`src/rtl/switch_bounce_pkg.sv`:
```
// ---------------------------------------------------------------------------
// switch_bounce_pkg
// Shared definitions for the mechanical-switch bounce emulator.
//   bounce_state_e : sequencer states (idle, bounce on/off, settled hold, done)
//   LFSR_W         : width of the pseudo-random generator
//   LFSR_TAPS      : Galois toggle mask of the generator
//   DEFAULT_SEED   : reset value used when the top is not given another seed
//   safe_seed()    : maps an all-zero seed to 1 (a zero LFSR would lock up)
// ---------------------------------------------------------------------------
package switch_bounce_pkg;

  typedef enum logic [2:0] {
    ST_IDLE = 3'd0,
    ST_ON   = 3'd1,
    ST_OFF  = 3'd2,
    ST_HOLD = 3'd3,
    ST_DONE = 3'd4
  } bounce_state_e;

  localparam int                LFSR_W       = 32;
  localparam logic [LFSR_W-1:0] LFSR_TAPS    = 32'h8020_0003;
  localparam logic [LFSR_W-1:0] DEFAULT_SEED = 32'hACE1_0001;

  // A Galois LFSR stuck at zero never leaves it, so zero seeds become 1.
  function automatic logic [LFSR_W-1:0] safe_seed(input logic [LFSR_W-1:0] seed);
    return (seed == '0) ? LFSR_W'(1) : seed;
  endfunction

endpackage

```
`src/rtl/switch_bounce_gen_lfsr.sv`:
```
// ---------------------------------------------------------------------------
// lfsr_galois
// Right-shifting Galois LFSR. Each step shifts the state one place towards
// bit 0; when the bit shifted out is 1 the TAPS mask is XORed into the
// shifted value. With TAPS[WIDTH-1] set the state can never become zero.
// Parameters:
//   WIDTH : register width
//   TAPS  : Galois toggle mask
//   SEED  : reset value (zero is replaced by 1)
// Ports:
//   clk   : clock, rising edge
//   rst_n : asynchronous active-low reset, loads SEED
//   en    : advance one step per cycle while high
//   value : current register contents (parallel out)
// ---------------------------------------------------------------------------
module lfsr_galois #(
  parameter int               WIDTH = 32,
  parameter logic [WIDTH-1:0] TAPS  = WIDTH'(1),
  parameter logic [WIDTH-1:0] SEED  = WIDTH'(1)
) (
  input  logic             clk,
  input  logic             rst_n,
  input  logic             en,
  output logic [WIDTH-1:0] value
);

  localparam logic [WIDTH-1:0] SEED_NZ = (SEED == '0) ? WIDTH'(1) : SEED;

  logic [WIDTH-1:0] state;
  logic [WIDTH-1:0] state_next;

  // Per-bit next state: the neighbour above, toggled by the feedback bit
  // wherever the tap mask is set. The top bit only receives feedback.
  for (genvar gi = 0; gi < WIDTH - 1; gi++) begin : g_shift
    assign state_next[gi] = state[gi+1] ^ (state[0] & TAPS[gi]);
  end
  assign state_next[WIDTH-1] = state[0] & TAPS[WIDTH-1];

  always_ff @(posedge clk or negedge rst_n) begin
    if (!rst_n) begin
      state <= SEED_NZ;
    end else if (en) begin
      state <= state_next;
    end
  end

  assign value = state;

endmodule

```
`src/rtl/switch_bounce_gen.sv`:
```
// ---------------------------------------------------------------------------
// switch_bounce_gen
// Mechanical-switch emulator. On request it drives sw_o through a number of
// glitch pairs (target level, then inverted level) of pseudo-random length
// and finally holds the target level before reporting completion.
// Parameters:
//   CNT_W : width of all duration fields and of the phase counter
//   SEED  : LFSR reset value (zero is replaced by 1)
// Ports:
//   clk_i         : clock, rising edge
//   rst_ni        : asynchronous active-low reset
//   start_i       : start request, honoured only in IDLE or DONE
//   level_i       : settled level of sw_o
//   num_bounces_i : glitch pairs before settling (0 = settle immediately)
//   min_len_i     : minimum glitch phase length (0 behaves as 1)
//   rand_mask_i   : mask on the LFSR bits forming the random part of a phase
//   hold_i        : settled hold length (0 behaves as 1)
//   sw_o          : emulated switch line (registered)
//   busy_o        : sequence in progress (registered)
//   done_o        : one-cycle completion pulse (registered)
// ---------------------------------------------------------------------------
module switch_bounce_gen
  import switch_bounce_pkg::*;
#(
  parameter int                CNT_W = 24,
  parameter logic [LFSR_W-1:0] SEED  = DEFAULT_SEED
) (
  input  logic             clk_i,
  input  logic             rst_ni,
  input  logic             start_i,
  input  logic             level_i,
  input  logic [7:0]       num_bounces_i,
  input  logic [CNT_W-1:0] min_len_i,
  input  logic [CNT_W-1:0] rand_mask_i,
  input  logic [CNT_W-1:0] hold_i,
  output logic             sw_o,
  output logic             busy_o,
  output logic             done_o
);

  localparam logic [CNT_W-1:0] ONE = CNT_W'(1);

  // -------------------------------------------------------------------------
  // Free-running random source
  // -------------------------------------------------------------------------
  logic [LFSR_W-1:0] lfsr_value;
  logic [CNT_W-1:0]  rand_bits;

  lfsr_galois #(
    .WIDTH (LFSR_W),
    .TAPS  (LFSR_TAPS),
    .SEED  (safe_seed(SEED))
  ) u_lfsr (
    .clk   (clk_i),
    .rst_n (rst_ni),
    .en    (1'b1),
    .value (lfsr_value)
  );

  // The random part uses the low CNT_W LFSR bits; wider counters see the
  // LFSR zero-extended.
  if (CNT_W < LFSR_W) begin : g_rand_trunc
    assign rand_bits = lfsr_value[CNT_W-1:0];
    logic unused_lfsr_hi;
    assign unused_lfsr_hi = ^lfsr_value[LFSR_W-1:CNT_W];
  end else begin : g_rand_ext
    assign rand_bits = CNT_W'(lfsr_value);
  end

  // -------------------------------------------------------------------------
  // Sequencer state and latched configuration
  // -------------------------------------------------------------------------
  bounce_state_e    state;
  logic [CNT_W-1:0] phase_cnt;   // cycles left in the current phase, ends at 1
  logic [7:0]       bounce_cnt;  // glitch pairs still to emit
  logic             cfg_level;
  logic [CNT_W-1:0] cfg_min;
  logic [CNT_W-1:0] cfg_mask;
  logic [CNT_W-1:0] cfg_hold;

  logic             accept;
  logic             phase_last;

  assign accept     = start_i && ((state == ST_IDLE) || (state == ST_DONE));
  assign phase_last = (phase_cnt == ONE);

  // -------------------------------------------------------------------------
  // Phase length: max(min,1) + (lfsr & mask), saturated.
  // On the accepting cycle the configuration registers are still being
  // loaded, so the first phase is sized straight from the inputs.
  // -------------------------------------------------------------------------
  logic [CNT_W-1:0] sel_min;
  logic [CNT_W-1:0] sel_mask;
  logic [CNT_W-1:0] sel_hold;
  logic [CNT_W-1:0] min_eff;
  logic [CNT_W-1:0] hold_eff;
  logic [CNT_W:0]   len_sum;
  logic [CNT_W-1:0] phase_len;

  always_comb begin
    sel_min   = accept ? min_len_i   : cfg_min;
    sel_mask  = accept ? rand_mask_i : cfg_mask;
    sel_hold  = accept ? hold_i      : cfg_hold;
    min_eff   = (sel_min == '0)  ? ONE : sel_min;
    hold_eff  = (sel_hold == '0) ? ONE : sel_hold;
    // One extra bit catches the carry so the sum can clamp to all ones
    // instead of wrapping to a short phase.
    len_sum   = {1'b0, min_eff} + {1'b0, rand_bits & sel_mask};
    phase_len = len_sum[CNT_W] ? '1 : len_sum[CNT_W-1:0];
  end

  // -------------------------------------------------------------------------
  // Sequencer. Every output is a register updated on the transition into a
  // state, so a phase of length d shows its level for exactly d cycles and
  // the next level follows without a gap.
  // -------------------------------------------------------------------------
  always_ff @(posedge clk_i or negedge rst_ni) begin
    if (!rst_ni) begin
      state      <= ST_IDLE;
      phase_cnt  <= '0;
      bounce_cnt <= '0;
      cfg_level  <= 1'b0;
      cfg_min    <= '0;
      cfg_mask   <= '0;
      cfg_hold   <= '0;
      sw_o       <= 1'b0;
      busy_o     <= 1'b0;
      done_o     <= 1'b0;
    end else begin
      done_o <= 1'b0;
      case (state)
        // DONE accepts a new request exactly like IDLE, which gives the
        // single non-busy cycle between back-to-back sequences.
        ST_IDLE, ST_DONE: begin
          if (start_i) begin
            cfg_level  <= level_i;
            cfg_min    <= min_len_i;
            cfg_mask   <= rand_mask_i;
            cfg_hold   <= hold_i;
            bounce_cnt <= num_bounces_i;
            sw_o       <= level_i;
            busy_o     <= 1'b1;
            if (num_bounces_i == 8'd0) begin
              state     <= ST_HOLD;
              phase_cnt <= hold_eff;
            end else begin
              state     <= ST_ON;
              phase_cnt <= phase_len;
            end
          end else begin
            state <= ST_IDLE;
          end
        end

        ST_ON: begin
          if (phase_last) begin
            state     <= ST_OFF;
            phase_cnt <= phase_len;
            sw_o      <= ~cfg_level;
          end else begin
            phase_cnt <= phase_cnt - ONE;
          end
        end

        ST_OFF: begin
          if (phase_last) begin
            bounce_cnt <= bounce_cnt - 8'd1;
            sw_o       <= cfg_level;
            // Testing the pre-decrement value for 1 is the same as testing
            // the decremented count for 0.
            if (bounce_cnt == 8'd1) begin
              state     <= ST_HOLD;
              phase_cnt <= hold_eff;
            end else begin
              state     <= ST_ON;
              phase_cnt <= phase_len;
            end
          end else begin
            phase_cnt <= phase_cnt - ONE;
          end
        end

        ST_HOLD: begin
          if (phase_last) begin
            state  <= ST_DONE;
            busy_o <= 1'b0;
            done_o <= 1'b1;
          end else begin
            phase_cnt <= phase_cnt - ONE;
          end
        end

        default: begin
          state  <= ST_IDLE;
          busy_o <= 1'b0;
        end
      endcase
    end
  end

endmodule

```
`config.mk`:
```
export PLATFORM = sky130hd
export DESIGN_NAME = switch_bounce_gen
export DESIGN_NICKNAME = d
export VERILOG_FILES = /design/src/rtl/switch_bounce_pkg.sv /design/src/rtl/switch_bounce_gen_lfsr.sv /design/src/rtl/switch_bounce_gen.sv
export SDC_FILE = /design/constraint.sdc
export NUM_CORES = 1
export LEC_CHECK = 0
export ABC_AREA = 1
export CORE_ASPECT_RATIO = 0.6
export CORE_MARGIN = 4
export CORE_UTILIZATION = 51
export DETAILED_ROUTE_END_ITERATION = 12
export PLACE_DENSITY = 0.75
export SKIP_CTS_REPAIR_TIMING = 1
export SLEW_MARGIN = 20
export SYNTH_ARGS = -nofsm -noshare
export SYNTH_HDL_FRONTEND = slang
export SYNTH_SLANG_ARGS = --single-unit
```
`constraint.sdc`:
```
create_clock -name clk_i -period 3 [get_ports clk_i]
set_input_delay 0.3 -clock clk_i [delete_from_list [all_inputs] [get_ports clk_i]]
set_output_delay 0.3 -clock clk_i [all_outputs]
set_load 0.05 [all_outputs]
```
# --- After elaboration in Yosys (flattened, before gate mapping) ---
# Index checks and enable logic that the tools add are counted.
# W data, S select, Z words.
word_totals:
  register_bits: 143
  latch_bits: 0
  ram_bits: 0
  mem_bits_ro: 0
  out_inout_bits: 3
  memories: 0
op_classes:
  addsub: 3
  n_mul: 0
  n_div: 0
  n_lt_le_gt_ge: 0
  n_eq_ne: 11
  n_shift: 0
  n_mux: 32
  n_bitwise: 6
  reduce_logical: 17
ops:
  columns: ["cell", "n"]
  rows:
  - ["$mux W24", 12]
  - ["$pmux W24 S4", 1]
  - ["$logic_not A24 Y1", 2]
  - ["$add A24 B24 Y25", 1]
  - ["$and A24 B24 Y24", 1]
  - ["$eq A24 B1 Y1 const B", 1]
  - ["$sub A24 B1 Y24 const B", 1]
  - ["$mux W8", 2]
  - ["$pmux W8 S2", 1]
  - ["$mux W3", 4]
  - ["$pmux W3 S4", 1]
  - ["$reduce_and A3 Y1", 4]
  - ["$ne A2 B2 Y1 const B", 5]
  - ["$eq A8 B1 Y1 const B", 1]
  - ["$logic_not A8 Y1", 1]
  - ["$sub A8 B1 Y8 const B", 1]
  - ["$mux W1", 7]
  - ["$eq A3 B2 Y1 const B", 2]
  - ["$pmux W1 S3", 2]
  - ["$mux W2", 2]
  - ["$reduce_and A4 Y1", 1]
  - ["$reduce_bool A4 Y1", 1]
  - ["$reduce_or A2 Y1", 2]
  - ["$eq A3 B1 Y1 const B", 1]
  - ["9 further kinds", 12]

# --- Logic depth before layout (Yosys ltp) ---
depth:
  ltp_word: 11
  ltp_mapped: 25
  mapped_depth_nobuf: 24

# --- Hierarchy ---
# From an unflattened synthesis, not the netlist that was laid out.
unflattened:
  hier_cells: 1484
  hier_area_um2: 9979.6
by_module_without_submodules:
  columns: ["mod", "instances", "cells_per_inst", "area_per_inst_um2", "seq_area_each_um2"]
  rows:
  - ["switch_bounce_gen", 1, 1314, 8501.9, 2777.7]
  - ["lfsr_galois", 1, 170, 1477.7, 812.0]

# --- Worst setup path after synthesis ---
# Ideal clock, no wire load.
synth_path:
  path_kind: "register -> register"
  from: "register state[0]"
  to: "register phase_cnt[7]"
  setup_ps: 121
  arrival_time_ps: 3117
  required_time_ps: 2879
  setup_slack_ps: -238
  stages_incl_launch_ff: 25
  path_buffers: 2
  synth_period_minus_slack_ps: 3238
  cell_sequence: "dfrtp_1 -> nor2_4 -> nand2_4 -> inv_2 -> clkbuf_1 -> nand2_1 -> nand2_1 -> nor4_1 -> nand4_1 -> o21bai_1 -> ha_1 -> fa_1 -> nand2_1 -> o21ai_2 -> nand2_1 -> nand2_1 -> nand2_1 -> nand3_2 -> inv_2 -> buf_4 -> nand2_1 -> o21ai_0 -> nand3_1 -> nand2_1 -> o21ai_1"
synth_via:
  elab_chain_cells: 11
  elab_cells_between_ends: 28
  classes_between: "add/sub: 1; eq/ne: 6; mux: 12; bitwise: 1; reduce/logical: 8"
synth_rtl:
  columns: ["element", "line", "source"]
  rows:
  - ["start, declared", "switch_bounce_gen.sv:73", "bounce_state_e state;"]
  - ["start signal, assigned", "switch_bounce_gen.sv:119", "state <= ST_IDLE;"]
  - ["start signal, assigned", "switch_bounce_gen.sv:144", "state <= ST_HOLD;"]
  - ["start signal, assigned", "switch_bounce_gen.sv:147", "state <= ST_ON;"]
  - ["$eq A3 B3 Y1 / $logic_not A3 Y1 (equally long branches)", "switch_bounce_gen.sv:84, switch_bounce_gen.sv:131", null]
  - ["$logic_or A1 B1 Y1", "switch_bounce_gen.sv:84", "assign accept = start_i && ((state == ST_IDLE) || (state == ST_DONE));"]
  - ["$logic_and A1 B1 Y1", "switch_bounce_gen.sv:84", null]
  - ["$mux W24", "switch_bounce_gen.sv:101", "sel_min = accept ? min_len_i : cfg_min;"]
  - ["$logic_not A24 Y1", "switch_bounce_gen.sv:104", "min_eff = (sel_min == '0) ? ONE : sel_min;"]
  - ["$mux W24", "switch_bounce_gen.sv:104", null]
  - ["$add A24 B24 Y25", "switch_bounce_gen.sv:108", "len_sum = {1'b0, min_eff} + {1'b0, rand_bits & sel_mask};"]
  - ["$mux W24", "switch_bounce_gen.sv:109", "phase_len = len_sum[CNT_W] ? '1 : len_sum[CNT_W-1:0];"]
  - ["$mux W24, on equally long branches", "switch_bounce_gen.sv:171, switch_bounce_gen.sv:143", null]
  - ["$mux W24, on equally long branches", "switch_bounce_gen.sv:166, switch_bounce_gen.sv:135", null]
  - ["$pmux W24 S4", "switch_bounce_gen.sv:131", "case (state)"]
  - ["end signal, assigned", "switch_bounce_gen.sv:173", "phase_cnt <= hold_eff;"]
  - ["end signal, assigned", "switch_bounce_gen.sv:176", "phase_cnt <= phase_len;"]
  - ["end signal, assigned", "switch_bounce_gen.sv:179", "phase_cnt <= phase_cnt - ONE;"]
  - ["end, declared", "switch_bounce_gen.sv:74", "logic [CNT_W-1:0] phase_cnt;"]
# Parallel ways exist; a longest one is shown, timed or not. The select of a mux whose other input is x is not followed.
# A chain may end at the register's enable or synchronous reset.

# --- Final worst setup path ---
layout_path:
  from: "register state[0]"
  to: "register phase_cnt[23]"
# Same word-level chain as after synthesis.

==> flow_summary.json <==
{
  "nets": 1698,
  "postRouteWirelength_um": 33700,
  "hold_viol": 0,
  "dp.cells": 1788,
  "clockBufferDepth": 2,
  "slew_headroom_pct": 36.9,
  "die_y_um": 113,
  "syn-instance-count": 1347,
  "hold_path_class": "reg -> reg",
  "finClkSkew_ns": 0.0104,
  "p_leak_nw": 6.90,
  "regArea_um2": 3590,
  "p_per_area_nw_per_um2": 327,
  "synth_fa_ha_area_share_pct": 3.96,
  "synth_edf_count": 0,
  "cp.required_ns": 3.33,
  "start_util_pct": 51.8,
  "cts_buffers": 17,
  "muxShareOfSynthArea_pct": 0,
  "synth_area_um2": 9340,
  "track_usage_pct": 31.7,
  "fp-row-count": 38,
  "path_clk_slew_ns": 0.07,
  "drtIter0Drc": 1187,
  "endpoint_kind": "flop",
  "synth.distinct_cells": 42,
  "worst_pin_slew_ns": 0.946,
  "synth.avg_cell_area_um2": 6.94,
  "final_cells": 1838,
  "path_class": "reg -> reg",
  "grt_max_degree": 74,
  "dp_hpwl_um": 24500,
  "core_um2": 18000,
  "detail-route-antenna-nets": 0,
  "synth-main-ff-cell": "dfrtp_1",
  "failed_checks": "negative setup slack",
  "dr_total_vias": 10400,
  "nFillCells": 1478,
  "final_layout_size_suffix_gt1_share_pct": 22.5,
  "multi_input_area_um2": 5340,
  "die_x_um": 183,
  "viasPerCell": 5.65,
  "async_reset_ff_share_pct": 100,
  "ys_ff_latch": 143,
  "port-buffer-count": 86,
  "synth_fp_nets": 1460,
  "fin_crit_ns": 3.58,
  "fmax_ghz": 0.279,
  "report.final.slew_viol_count": 0,
  "grt_pass1_vias": 9506,
  "antenna_found_initial": 0,
  "clock_sinks": 143,
  "final_util_pct": 70.8,
  "synthXorXnorAreaFrac_pct": 3.47,
  "finalSetupViolCount": 24,
  "synth_warnings": 0,
  "detail_route.first_pass.iterations": 6,
  "place.gp.congestion": 1.06,
  "cts_tree": "yes",
  "num_antenna_cells": 0,
  "wire_per_inst_um": 18.3,
  "synth_top_family_by_area": "simple AND/OR/NAND/NOR gates",
  "start_kind": "flop",
  "ir_drop_v": 0.000392,
  "dieArea_um2": 20600,
  "rsz0062_at_grt": "yes",
  "clk_latency_ns": 0.44,
  "h-tree-depth": 4,
  "cap_violations": 0,
  "route.detailed.drc": 0,
  "cp_max_fo": 18,
  "synth_simple_gate_area_share_pct": 32.6,
  "grt_first_pass_wirelength_um": 50900,
  "crit_arrival_ns": 3.91,
  "status": "finished, violations left",
  "layout_setup_ws_ns": -0.581,
  "ys_seq_area_share_pct": 38.4,
  "cts-root-buf": "clkbuf_16",
  "fin_crit_sh_pct": 119,
  "io_pins": 87,
  "area_growth_pct": 36.5,
  "overflow": 0,
  "synth_compound_gate_area_share_pct": 12.6
}
sequential cells by signal, summed over array words and instances (netlist names):
register and cells:
cfg_mask 24, bounce_cnt 8, busy_o 1, cfg_level 1
phase_cnt 24, cfg_hold 24, u_lfsr.value 32, sw_o 1
cfg_min 24, state 3, done_o 1
worst max-delay path: stages (launching register included):
cell     delay [ns]
dfrtp_1        0.42
nor2_4         0.18
nand2_8        0.12
inv_6          0.12
buf_6          0.17
or2_2          0.12
o21ai_0        0.11
nor2_1         0.15
ha_1           0.28
a21oi_1        0.38
o21ai_0        0.35
a21oi_1        0.29
nand3_1        0.11
nand2_1        0.12
nand3_1        0.08
o21ai_0        0.15
nand2_1        0.08
nor2_2         0.17
nor2_1         0.05
metrics by stage:
step	cell area (um2)	setup TNS [ns]	total power, W	hold slack, ns	setup WS, ns
final	12800	-11.31	0.00417	0.349	-0.581
after floorplan	9460	-1.67	0.00197	0.00441	-0.109
after global placement	11600	-16.59	0.00214	0.337	-0.771
after detailed placement	11600	-19.04	0.00214	0.337	-0.907
after global routing	12800	-16.42	0.00429	0.366	-0.753
after CTS	12100	-12.46	0.00419	-0.0945	-0.639
layer usage:
metal | wire (um) | global-route usage (%)
met1 | 15500 | 50.9
met2 | 12900 | 41.3
met3 | 4810 | 9.70
met4 | 412 | 6.40
met5 | 0 | 0
final timing paths:
kind                             startpoint               end  slack (ns)  depth (start not counted)
setup / recovery                   state[0]     phase_cnt[23]       -0.58                         18
hold / removal             u_lfsr.value[25]  u_lfsr.value[24]        0.35                          0
setup reg to reg                   state[0]     phase_cnt[23]       -0.58                         18
hold reg to reg            u_lfsr.value[25]  u_lfsr.value[24]        0.35                          0
max in group asynchronous            rst_ni       cfg_hold[5]        1.68                          3
min in group asynchronous            rst_ni  u_lfsr.value[28]        0.47                          2
layout by cell type (no fill, tap or decap), drive strengths merged:
| cell type | n |
|---|---|
| a211oi | 3 |
| a21boi | 2 |
| a21oi | 91 |
| a221oi | 1 |
| a31oi | 6 |
| and2 | 2 |
| buf | 171 |
| bufinv | 1 |
| clkbuf | 21 |
| clkdlybuf4s50 | 85 |
| clkinv | 7 |
| clkinvlp | 4 |
| dfrtp | 134 |
| dfstp | 9 |
| dlygate4sd3 | 1 |
| fa | 1 |
| ha | 28 |
| inv | 166 |
| nand2 | 398 |
| nand3 | 93 |
| nand3b | 1 |
| nand4 | 25 |
| nor2 | 146 |
| nor3 | 8 |
| nor4 | 12 |
| o211ai | 4 |
| o21a | 1 |
| o21ai | 111 |
| o21bai | 2 |
| o221ai | 1 |
| or2 | 26 |
| xnor2 | 13 |
| xor2 | 24 |
final cells by class:
class	instances	share of cell area [%]
Timing Repair Buffer	260	18.1
Clock buffer	18	3.37
Tap cell	240	2.35
Sequential cell	143	28.1
Clock inverter	14	1.08
Multi-Input combinational cell	999	41.9
Timing Repair inverter	1	0.0883
Inverter	163	4.94
synth_stat cells (7+ instances only):
library cell  number  area, um2
or2_2             26        163
ha_1              28        350
nor4_1            12       75.1
clkbuf_1          19       71.3
nor2_2             7       43.8
inv_1            153        574
a21oi_1           89        445
inv_2             10       37.5
o21ai_0           97        485
nand2_1          387       1450
dfstp_2            9        236
buf_2             13       65.1
xnor2_1           13        114
nand4_1           25        156
nor2_1           138        518
nand3_1           90        450
nand2_2           10       62.6
o21ai_1           12       60.1
xor2_1            24        210
dfrtp_1          134       3350
report_power, final:
| part | internal (W) | switching, W |
|---|---|---|
| Clock | 0.00115 | 0.000916 |
| Sequential | 0.00193 | 0.0000000000000966 |
| Combinational | 0.000101 | 0.0000711 |
| Total | 0.00318 | 0.000987 |
kinds of logic (layout without fill, tap and decap cells):
family / Yosys count / count (layout)
AOI/OAI and AO/OA: 222 / 222
adders and majority gates: 29 / 29
xor gates and xnor gates: 37 / 37
DFF: 143 / 143
buffers and inverters: 205 / 456
and+or+nand+nor: 711 / 711
Note: power is estimated with default switching activity, not from simulation.
